===== src/rtl/zm_poly_synth.sv =====
`timescale 1ns/1ps
// zm_poly_synth
// -------------
// Polyphonic saw-voice engine. It holds VOICES independent voices. Each voice
// has a phase accumulator, a pitch, a gate and a 16-bit envelope.
// Note-on/note-off commands allocate and release voices. On every sample_tick,
// the engine walks each voice through one shared multiply/accumulate path, one
// voice per cycle. It then emits one mixed, signed sample.
//
// Optional feature: define ZM_POLY_DETUNE_EN to add a second, slightly sharp
// accumulator per voice. The two saws are averaged. Latency does not change.
//
// Ports:
//   clk          system clock, the only clock
//   rst          synchronous active-high reset
//   sample_tick  one-cycle strobe at the sample rate; honoured only when idle
//   cmd_valid    a command is present
//   cmd_ready    command accepted when cmd_valid & cmd_ready
//   cmd_on       1 = note-on, 0 = note-off
//   cmd_pitch    phase increment per sample, also used as the note identity
//   decay_time   envelope decrement per sample after release (0 = hold)
//   audio_out    signed mixed sample, held between frames
//   audio_valid  one-cycle strobe when audio_out is updated
//   active_mask  bit v set while voice v has a non-zero envelope
module zm_poly_synth #(
  parameter int VOICES = 4,
  parameter int W      = 16,
  parameter int PW     = 16,
  parameter int ACC_W  = 24
) (
  input  logic              clk,
  input  logic              rst,
  input  logic              sample_tick,
  input  logic              cmd_valid,
  output logic              cmd_ready,
  input  logic              cmd_on,
  input  logic [PW-1:0]     cmd_pitch,
  input  logic [15:0]       decay_time,
  output logic [W-1:0]      audio_out,
  output logic              audio_valid,
  output logic [VOICES-1:0] active_mask
);

  localparam int VI_W  = $clog2(VOICES);
  localparam int SUM_W = W + VI_W;

  localparam logic [1:0] ST_IDLE = 2'd0;
  localparam logic [1:0] ST_PROC = 2'd1;
  localparam logic [1:0] ST_OUT  = 2'd2;

  logic [1:0]              state_q, state_d;
  logic [VI_W-1:0]         vidx_q, vidx_d;
  logic signed [SUM_W-1:0] sum_q, sum_d;
  logic [VI_W-1:0]         steal_ptr_q, steal_ptr_d;
  logic [W-1:0]            audio_out_q, audio_out_d;
  logic                    audio_valid_q, audio_valid_d;
  logic [VOICES-1:0]       active_mask_q, active_mask_d;

  logic [ACC_W-1:0]        phase_q [VOICES];
  logic [ACC_W-1:0]        phase_d [VOICES];
  logic [PW-1:0]           pitch_q [VOICES];
  logic [PW-1:0]           pitch_d [VOICES];
  logic [15:0]             env_q   [VOICES];
  logic [15:0]             env_d   [VOICES];
  logic [VOICES-1:0]       gate_q, gate_d;

`ifdef ZM_POLY_DETUNE_EN
  logic [ACC_W-1:0]        phase2_q [VOICES];
  logic [ACC_W-1:0]        phase2_d [VOICES];
  logic [ACC_W-1:0]        cur_phase2;
  logic signed [W-1:0]     saw2;
`endif

  logic                    cmd_fire;
  logic                    hit_found, free_found;
  logic [VI_W-1:0]         hit_idx, free_idx, tgt_idx;

  logic [ACC_W-1:0]        cur_phase;
  logic [15:0]             cur_env;
  logic signed [W-1:0]     saw1, saw;
  logic signed [W+16:0]    saw_ext, env_ext, prod_full;
  logic signed [W-1:0]     prod;
  logic signed [SUM_W-1:0] sum_shr;
  logic                    unused_ok;

  assign cmd_ready   = (state_q == ST_IDLE) & ~sample_tick & ~rst;
  assign cmd_fire    = cmd_valid & cmd_ready;
  assign audio_out   = audio_out_q;
  assign audio_valid = audio_valid_q;
  assign active_mask = active_mask_q;

  // Voice search for note-on: scan from the top index down so that the
  // lowest-index match and the lowest-index free voice win.
  always_comb begin
    hit_found  = 1'b0;
    hit_idx    = '0;
    free_found = 1'b0;
    free_idx   = '0;
    for (int i = VOICES - 1; i >= 0; i--) begin
      if ((env_q[i] != 16'd0) && (pitch_q[i] == cmd_pitch)) begin
        hit_found = 1'b1;
        hit_idx   = VI_W'(i);
      end
      if (env_q[i] == 16'd0) begin
        free_found = 1'b1;
        free_idx   = VI_W'(i);
      end
    end
  end

  // Shared per-voice datapath for the voice selected by vidx_q. The saw and
  // the gain use the freshly advanced phase and the freshly decayed envelope.
  always_comb begin
    cur_phase = phase_q[vidx_q] + ACC_W'(pitch_q[vidx_q]);
    if (gate_q[vidx_q]) begin
      cur_env = env_q[vidx_q];
    end else if (env_q[vidx_q] > decay_time) begin
      cur_env = env_q[vidx_q] - decay_time;
    end else begin
      cur_env = 16'd0;
    end
    saw1 = cur_phase[ACC_W-1 -: W];
`ifdef ZM_POLY_DETUNE_EN
    cur_phase2 = phase2_q[vidx_q] + ACC_W'(pitch_q[vidx_q])
               + ACC_W'(pitch_q[vidx_q] >> 7);
    saw2 = cur_phase2[ACC_W-1 -: W];
    saw  = (saw1 >>> 1) + (saw2 >>> 1);
`else
    saw  = saw1;
`endif
    // The envelope is treated as an unsigned gain in [0, 1). A free voice has
    // env = 0, so it contributes nothing without any special case.
    saw_ext   = {{17{saw[W-1]}}, saw};
    env_ext   = {{(W+1){1'b0}}, cur_env};
    prod_full = saw_ext * env_ext;
    prod      = prod_full[W+15:16];
    sum_shr   = sum_q >>> VI_W;
  end

  assign unused_ok = ^{prod_full[W+16], prod_full[15:0], sum_shr[SUM_W-1:W]};

  // Frame sequencing and command execution. A tick in IDLE starts a frame.
  // Commands are only taken in IDLE, when no tick is present.
  always_comb begin
    state_d       = state_q;
    vidx_d        = vidx_q;
    sum_d         = sum_q;
    steal_ptr_d   = steal_ptr_q;
    audio_out_d   = audio_out_q;
    audio_valid_d = 1'b0;
    phase_d       = phase_q;
    pitch_d       = pitch_q;
    env_d         = env_q;
    gate_d        = gate_q;
    tgt_idx       = steal_ptr_q;
`ifdef ZM_POLY_DETUNE_EN
    phase2_d      = phase2_q;
`endif

    case (state_q)
      ST_IDLE: begin
        if (sample_tick) begin
          state_d = ST_PROC;
          vidx_d  = '0;
          sum_d   = '0;
        end else if (cmd_fire) begin
          if (cmd_on) begin
            if (hit_found) begin
              tgt_idx = hit_idx;
            end else if (free_found) begin
              tgt_idx = free_idx;
            end else begin
              tgt_idx     = steal_ptr_q;
              steal_ptr_d = steal_ptr_q + 1'b1;
            end
            pitch_d[tgt_idx] = cmd_pitch;
            phase_d[tgt_idx] = '0;
            gate_d[tgt_idx]  = 1'b1;
            env_d[tgt_idx]   = 16'hFFFF;
`ifdef ZM_POLY_DETUNE_EN
            phase2_d[tgt_idx] = '0;
`endif
          end else begin
            for (int i = 0; i < VOICES; i++) begin
              if ((env_q[i] != 16'd0) && (pitch_q[i] == cmd_pitch)) begin
                gate_d[i] = 1'b0;
              end
            end
          end
        end
      end
      ST_PROC: begin
        phase_d[vidx_q] = cur_phase;
        env_d[vidx_q]   = cur_env;
`ifdef ZM_POLY_DETUNE_EN
        phase2_d[vidx_q] = cur_phase2;
`endif
        sum_d = sum_q + {{VI_W{prod[W-1]}}, prod};
        if (vidx_q == VI_W'(VOICES - 1)) begin
          state_d = ST_OUT;
        end else begin
          vidx_d = vidx_q + 1'b1;
        end
      end
      ST_OUT: begin
        // Shifting the sum back down by log2(VOICES) always fits in W bits.
        audio_out_d   = sum_shr[W-1:0];
        audio_valid_d = 1'b1;
        state_d       = ST_IDLE;
      end
      default: begin
        state_d = ST_IDLE;
      end
    endcase

    for (int i = 0; i < VOICES; i++) begin
      active_mask_d[i] = (env_d[i] != 16'd0);
    end
  end

  // State registers. Reset clears every voice and aborts any frame in flight.
  always_ff @(posedge clk) begin
    if (rst) begin
      state_q       <= ST_IDLE;
      vidx_q        <= '0;
      sum_q         <= '0;
      steal_ptr_q   <= '0;
      audio_out_q   <= '0;
      audio_valid_q <= 1'b0;
      active_mask_q <= '0;
      gate_q        <= '0;
      for (int i = 0; i < VOICES; i++) begin
        phase_q[i] <= '0;
        pitch_q[i] <= '0;
        env_q[i]   <= '0;
`ifdef ZM_POLY_DETUNE_EN
        phase2_q[i] <= '0;
`endif
      end
    end else begin
      state_q       <= state_d;
      vidx_q        <= vidx_d;
      sum_q         <= sum_d;
      steal_ptr_q   <= steal_ptr_d;
      audio_out_q   <= audio_out_d;
      audio_valid_q <= audio_valid_d;
      active_mask_q <= active_mask_d;
      gate_q        <= gate_d;
      for (int i = 0; i < VOICES; i++) begin
        phase_q[i] <= phase_d[i];
        pitch_q[i] <= pitch_d[i];
        env_q[i]   <= env_d[i];
`ifdef ZM_POLY_DETUNE_EN
        phase2_q[i] <= phase2_d[i];
`endif
      end
    end
  end

endmodule


===== config.mk =====
export PLATFORM = sky130hd
export DESIGN_NAME = zm_poly_synth
export DESIGN_NICKNAME = d
export VERILOG_FILES = /design/src/rtl/zm_poly_synth.sv
export SDC_FILE = /design/constraint.sdc
export NUM_CORES = 1
export LEC_CHECK = 0
export ABC_AREA = 1
export CAP_MARGIN = 20
export CORE_UTILIZATION = 25
export CTS_BUF_LIST = sky130_fd_sc_hd__clkbuf_8 sky130_fd_sc_hd__clkbuf_16
export DETAILED_ROUTE_END_ITERATION = 6
export GPL_TIMING_DRIVEN = 0
export PLACE_DENSITY_LB_ADDON = 0.2
export SETUP_SLACK_MARGIN = 0.4
export SLEW_MARGIN = 20
export SYNTH_ARGS = -nofsm -noshare
export SYNTH_HDL_FRONTEND = slang
export SYNTH_SLANG_ARGS = --single-unit

===== constraint.sdc =====
create_clock -name clk -period 11.9 [get_ports clk]
set_input_delay 2.38 -clock clk [delete_from_list [all_inputs] [get_ports clk]]
set_output_delay 2.38 -clock clk [all_outputs]
set_load 0.01 [all_outputs]

== Yosys cells after proc, flatten, opt, wreduce, memory -nomap -nowiden ==
Index checks and enable logic that the tools add are counted.

* Bits in registers: 273
* Output and inout bits: 22
* Word-level logic and storage cells: 168
* Input port bits: 37

* Reductions and logical operators: 35
* Equal/unequal tests: 13
* Order comparisons: 8
* Muxes and demuxes: 70
* Multipliers: 1
* Bitwise operators: 13
* Add/sub/neg operators: 5

{| class="wikitable"
|+ Operators with widths
! operator !! count
|-
| two-way mux 96 bit || 3
|-
| two-way mux 64 bit || 3
|-
| case mux 96 bit (2 select lines) || 1
|-
| bitwise mux 64 bit || 2
|-
| two-way mux 16 bit || 8
|-
| case mux 64 bit (2 select lines) || 1
|-
| nonzero test 16 bit || 8
|-
| AND 96 bit || 1
|-
| bitwise mux 96 bit || 1
|-
| demux 24 bit (select 2 bit) || 2
|-
| two-way mux 24 bit || 4
|-
| NOT 96 bit || 1
|-
| binary-select mux 16 bit (select 2 bit) || 2
|-
| demux 16 bit (select 2 bit) || 2
|-
| equality test 16 bit || 4
|-
| logical NOT 16 bit || 4
|-
| bitwise OR 64 bit || 1
|-
| binary-select mux 24 bit (select 2 bit) || 1
|-
| two-way mux 2 bit || 18
|-
| case mux 18 bit (2 select lines) || 1
|-
| multiplier 16 x 17 -> 32 bit || 1
|-
| adder 24 x 16 -> 24 bit || 1
|-
| AND reduction 4 bit || 6
|-
| adder 18 bit || 1
|-
| 26 further kinds || 68
|}

== Longest topological paths before layout ==
Gate-level depths: netlist (run 1).

* Depth in word-level cells: 22
* Depth in mapped cells: 63
* Mapped depth without buffers: 57

== Worst setup path before layout (run 1) ==
Ideal clock, no wire load.

* Path type: input -> register
* Start: input port decay_time[0]
* End: register sum_q[15]
* Data arrival time: 10.279 ns
* Required time: 11.830 ns
* Slack: 1.550 ns
* Library setup time: 0.070 ns
* Buffers on the path: 1
* Stages on the path: 47
* Path through: ha_1 > inv_1 > fa_1 > nand3_1 > nand3_1 > nand2_1 > nand2_1 > a21oi_1 > o21bai_1 > a21boi_1 > o21ai_0 > nand2_1 > clkbuf_1 > nand2_1 > fa_1 > fa_1 > inv_1 > fa_1 > [11 not listed] > o2111ai_1 > nand4_1 > nand2_1 > xor2_1 > ha_1 > nand2_1 > nor3_1 > nand4_1 > nor2_1 > nor2_1 > inv_1 > nand3_1 > o21ai_0 > a21oi_1 > o21bai_1 > or2_2 > nand3_1 > a21oi_1

* Cells in the longest elaborated chain, start to end: 6
* Elaborated cells between the ends (all ways): 7
* Classes of those cells: add/sub (2); mul (1); order compare (1); mux (3)

{| class="wikitable"
|+ RTL lines
! item !! RTL line !! RTL
|-
| start: declaration || 38 || <nowiki>input logic [15:0] decay_time,</nowiki>
|-
| subtractor 16 bit or > comparator 16 bit (tied branches) || 118, 117 ||
|-
| two-way mux 16 bit * || 117 || <nowiki>end else if (env_q[vidx_q] > decay_time) begin</nowiki>
|-
| two-way mux 16 bit * || 115 || <nowiki>if (gate_q[vidx_q]) begin</nowiki>
|-
| multiplier 16 x 17 -> 32 bit * || 135 || <nowiki>prod_full = saw_ext * env_ext;</nowiki>
|-
| adder 18 bit * || 198 || <nowiki>sum_d = sum_q + {{VI_W{prod[W-1]}}, prod};</nowiki>
|-
| case mux 18 bit (2 select lines) * || 160 || <nowiki>case (state_q)</nowiki>
|-
| end signal: assignment || 243 || <nowiki>sum_q <= sum_d;</nowiki>
|-
| end: declaration || 53 || <nowiki>logic signed [SUM_W-1:0] sum_q, sum_d;</nowiki>
|}

Mark *: on every way between the ends. The rest lies on a longest branch, timed or not.
A chain may end at the register's enable or synchronous reset.

== Worst setup path after layout (run 1) ==
* Start: input port decay_time[9]
* End: register sum_q[15]

The elaborated chain is that of the path after synthesis.

==> results.md, run 1 <==
- Status: finished, final reports clean
- Final Util: 30.0%
- # rows: 115
- WP data arrival: 11.61 ns
- DRT Pass-1 Iters: 7
- CTS root buf: clkbuf_16
- Hold Path Origin: phase_q[54]$_SDFFE_PP0P_
- CTS buffer count: 35
- WHS Path Cells: 2
- Power share of the combinational group: 53.4%
- RSZ-0062 raised after global routing: false
- Max Slew Vio Count: 0
- Worst path slowest cell: fa_2
- DRC Markers: 0
- CTS sink cnt: 273
- Critical Path RT: 12.39 ns
- Post-Syn Area per Cell: 7.08 um2
- Final Hold Viols: 0
- Antenna Cells: 0
- Cell total after placement: 4,850
- Clock Power Share: 24.2%
- GR Overflow Total: 0
- CTS tree: done
- GR Layer Usage met2: 31.6%
- Total Wirelength: 99,700 um
- Fillers: 10,861
- DRT iter0 DRCs: 1,806
- Delay of the slowest critical-path stage: 0.55 ns
- Synth cell types: 73
- Clk pin slew, worst setup/hold paths: 0.05 ns
- Met1 Use GR: 26.7%
- Final antenna-violating net count: 0
- Pint: 2450 uW
- Global-route wire length before repair: 151,000 um
- Placed cell areas: 27,000 um2
- Power Dens Cells: 155 nW/um2
- Core area: 98,600 um2
- Starting Density: 25.3%
- Non-filler instance count after layout: 4,969
- Max Clk Rate: 90.0 MHz
- Vias per cell: 4.88
- Final Critical Period: 11.12 ns
- Port Buffer Count: 46
- Worst skew pair latency: 0.59 ns
- Die Width: 318 um
- End of the worst hold path: phase_q[54]$_SDFFE_PP0P_
- Switch Pwr: 2130 uW
- Cells after synthesis: 3,517
- WHS: 0.460 ns
- Slew @ Worst Pin: 1.20 ns
- Vias: 24,253
- Gpl congestion: 0.937
- Synth Cell Area: 24,900 um2
- HP Class: reg2reg
- Post-DP HPWL: 77,300 um
- R2R Setup Slk: 0.88 ns
- Part of the cycle the worst path needs: 93.4%
- Design Area, Final: 29,600 um2
- Flop pwr share: 22.4%
- Die Area: 101,000 um2
- GR Layer Usage met3: 2.96%
- Count of final setup violators: 0
- Final Skew: 0.0296 ns
- Maximum clock insertion buffer count: 3
- Gr busiest metal: met2
- Largest net degree at the start of global routing: 12
- Setup CP Type: in2reg
- Peak VDD IR: 0.107 mV
- Yosys warns: 0
- EDFF count, synth: 0
- Asr flop ratio synth: 0%
- Worst Setup Start Kind: primary input
- Synth Net Count: 3,918
- Slew margin rel.: 19.9%
- Leakage: 0.0132 uW
- Worst r2r path cells: 56
- Maximum fanout along the worst path: 10
- # nets final: 4,057
- Reg-to-reg endpoint: sum_q[15]$_SDFFE_PP0P_
- Fin Setup TNS: 0 ns
- Seq cells post-synth: 273
- Switching Share: 46.5%
- Synth Flop Type: dfxtp_1
- Total track usage: 19.6%
- Max-cap violations: 0
- H-tree Lvls: 2
- Die Height: 318 um
- Initial antenna violation count: 0
- R2r startpoint: vidx_q[0]$_SDFFE_PP0P_
- I/O pins: 59
- Setup crit end kind: flop
- Area grow syn2layout: 18.9%
- Number of global-route vias before repair: 23,963
- Drt wl/cell: 20.1 um
- Register area share after synthesis: 22.0%
- Layout cells sized above 1: 11.6%
per-layer routing:
metal	up-vias	routed length, um
li1	11620	-
met3	168	6170
met1	11714	45300
met5	-	0
met2	751	45000
met4	0	3170
cell type report:
type / instances / area (um2) / area share (%)
Clock buffer: 45 / 1010 / 3.43
Multi-Input combinational cell: 2542 / 17300 / 58.3
Sequential cell: 273 / 5470 / 18.5
Inverter: 531 / 2060 / 6.96
Tap cell: 1287 / 1610 / 5.44
Buffer: 171 / 1110 / 3.75
Timing Repair Buffer: 102 / 925 / 3.12
Clock inverter: 18 / 146 / 0.495
logic make-up after synthesis:
family / Yosys count / synth area share (%)
xor+xnor: 71 / 2.61
compound gates: 788 / 17.7
fa+ha+maj: 364 / 24.2
simple gates: 1319 / 22.1
buf+inv: 702 / 11.4
flops: 273 / 22.0
per-stage QoR:
stage	worst slack (ns)	power (uW)
after global routing	0.342	4900
after CTS	0.404	4420
after detailed placement	-1.59	3180
after global placement	-1.63	3200
final	0.783	4580
after floorplan	1.55	2460
what timing repair did:
item | in CTS | in global routing
pin swaps | 12 | 50
cloned | 0 | 1
endpoints found under the setup margin | 16 | 9
setup buffers | 21 | 34
endpoints found under the hold margin | 0 | 0
resized for setup | 133 | 144
hold buffers | 0 | 0
registers in the layout, indices dropped and copies added (netlist names):
signal and count:
gate_q 4, active_mask 4, audio_valid 1, steal_ptr_q 2, vidx_q 2, env_q 64
audio_out 16, sum_q 18, pitch_q 64, phase_q 96, state_q 2
Yosys cell counts, types with 8 or more instances:
cell type  count  area, um2
dfxtp_1      273       5470
buf_2         46        230
nor4_1        12       75.1
a21boi_0       8       60.1
fa_1         196       3920
or2_2         11       68.8
nand3_1       86        430
clkbuf_1      89        334
a21o_1         8       60.1
a32o_1        11        110
buf_4         15        113
xor2_1        30        263
a31oi_1        8       50.1
a21oi_1      372       1860
nor3_1        17       85.1
ha_1         168       2100
nand4_1       32        200
inv_2         17       63.8
o22ai_1       25        156
nor2_1       377       1420
o21ai_0      241       1210
buf_1          9       33.8
nand2_1      726       2730
o211ai_1      24        180
xnor2_1       38        333
o21ai_1       19       95.1
nand2_2        9       56.3
buf_6         11        124
a221oi_1      13        114
nand3b_1      11       82.6
nor2_2         8       50.1
inv_1        504       1890
power by group through the flow:
stage / Clock [uW] / Combinational (uW) / Sequential (uW)
4_1_cts: 1130 / 2260 / 1020
6_report: 1110 / 2450 / 1020
3_5_place_dp: 0 / 2140 / 1040
2_1_floorplan: 0 / 1430 / 1030
3_3_place_gp: 0 / 2160 / 1040
5_1_grt: 1170 / 2700 / 1030
worst max path at each step:
stage / start / cells past startpoint / end / slack [ns]
global placement: vidx_q[0]$_SDFFE_PP0P_ / 53 / sum_q[17]$_SDFFE_PP0P_ / -1.63
finish: decay_time[9] / 49 / sum_q[15]$_SDFFE_PP0P_ / 0.78
detailed placement: vidx_q[0]$_SDFFE_PP0P_ / 53 / sum_q[17]$_SDFFE_PP0P_ / -1.59
floorplan: decay_time[0] / 47 / sum_q[15]$_SDFFE_PP0P_ / 1.55
global route: vidx_q[0]$_SDFFE_PP0P_ / 61 / sum_q[15]$_SDFFE_PP0P_ / 0.34
CTS: decay_time[0] / 51 / sum_q[15]$_SDFFE_PP0P_ / 0.40
placed cells by master, fill, tap and decap left out, drive strengths merged, types with 3 or more instances in the layout:
cell type and count:
o21a 3, clkinv 10, inv 527, buf 142, dfxtp 273, a21oi 375, nand3 93, o31ai 5
or2 14, ha 168, o2111ai 3, a32o 11, o21ai 264, xor2 32, a21o 8, o211ai 24
a21boi 11, nand4 32, a22oi 6, fa 196, clkdlybuf4s50 45, nand3b 11, nor3 20, nor4 19
a32oi 5, clkinvlp 11, a31oi 8, a221oi 13, o22ai 26, a211oi 7, nor2 387, xnor2 38
nand2 738, clkbuf 129, o21bai 9
critical path, delay by kind of cell:
family | cells | cell delay, ns
AOI/OAI and AO/OA | 7 | 1.00
xor gates and xnor gates | 1 | 0.10
adders and majority gates | 9 | 3.84
buffers and inverters | 11 | 1.47
and+or+nand+nor | 21 | 2.78
(Power assumes the default switching activity.)
==> run 2: changes to the inputs <==
--- a/config.mk
+++ b/config.mk
@@ -13,6 +13,7 @@
 export GPL_TIMING_DRIVEN = 0
 export PLACE_DENSITY_LB_ADDON = 0.2
 export SETUP_SLACK_MARGIN = 0.4
+export SKIP_LAST_GASP = 1
 export SLEW_MARGIN = 20
 export SYNTH_ARGS = -nofsm -noshare
 export SYNTH_HDL_FRONTEND = slang
==> results of run 2 <==
Same layout as run 1: the final DEF is identical, and so are final timing and power.
==> run 3: changes to the inputs <==
--- a/config.mk
+++ b/config.mk
@@ -6,7 +6,6 @@
 export NUM_CORES = 1
 export LEC_CHECK = 0
 export ABC_AREA = 1
-export CAP_MARGIN = 20
 export CORE_UTILIZATION = 25
 export CTS_BUF_LIST = sky130_fd_sc_hd__clkbuf_8 sky130_fd_sc_hd__clkbuf_16
 export DETAILED_ROUTE_END_ITERATION = 6
==> results of run 3 <==
Same layout as run 1: the final DEF is identical, and so are final timing and power.
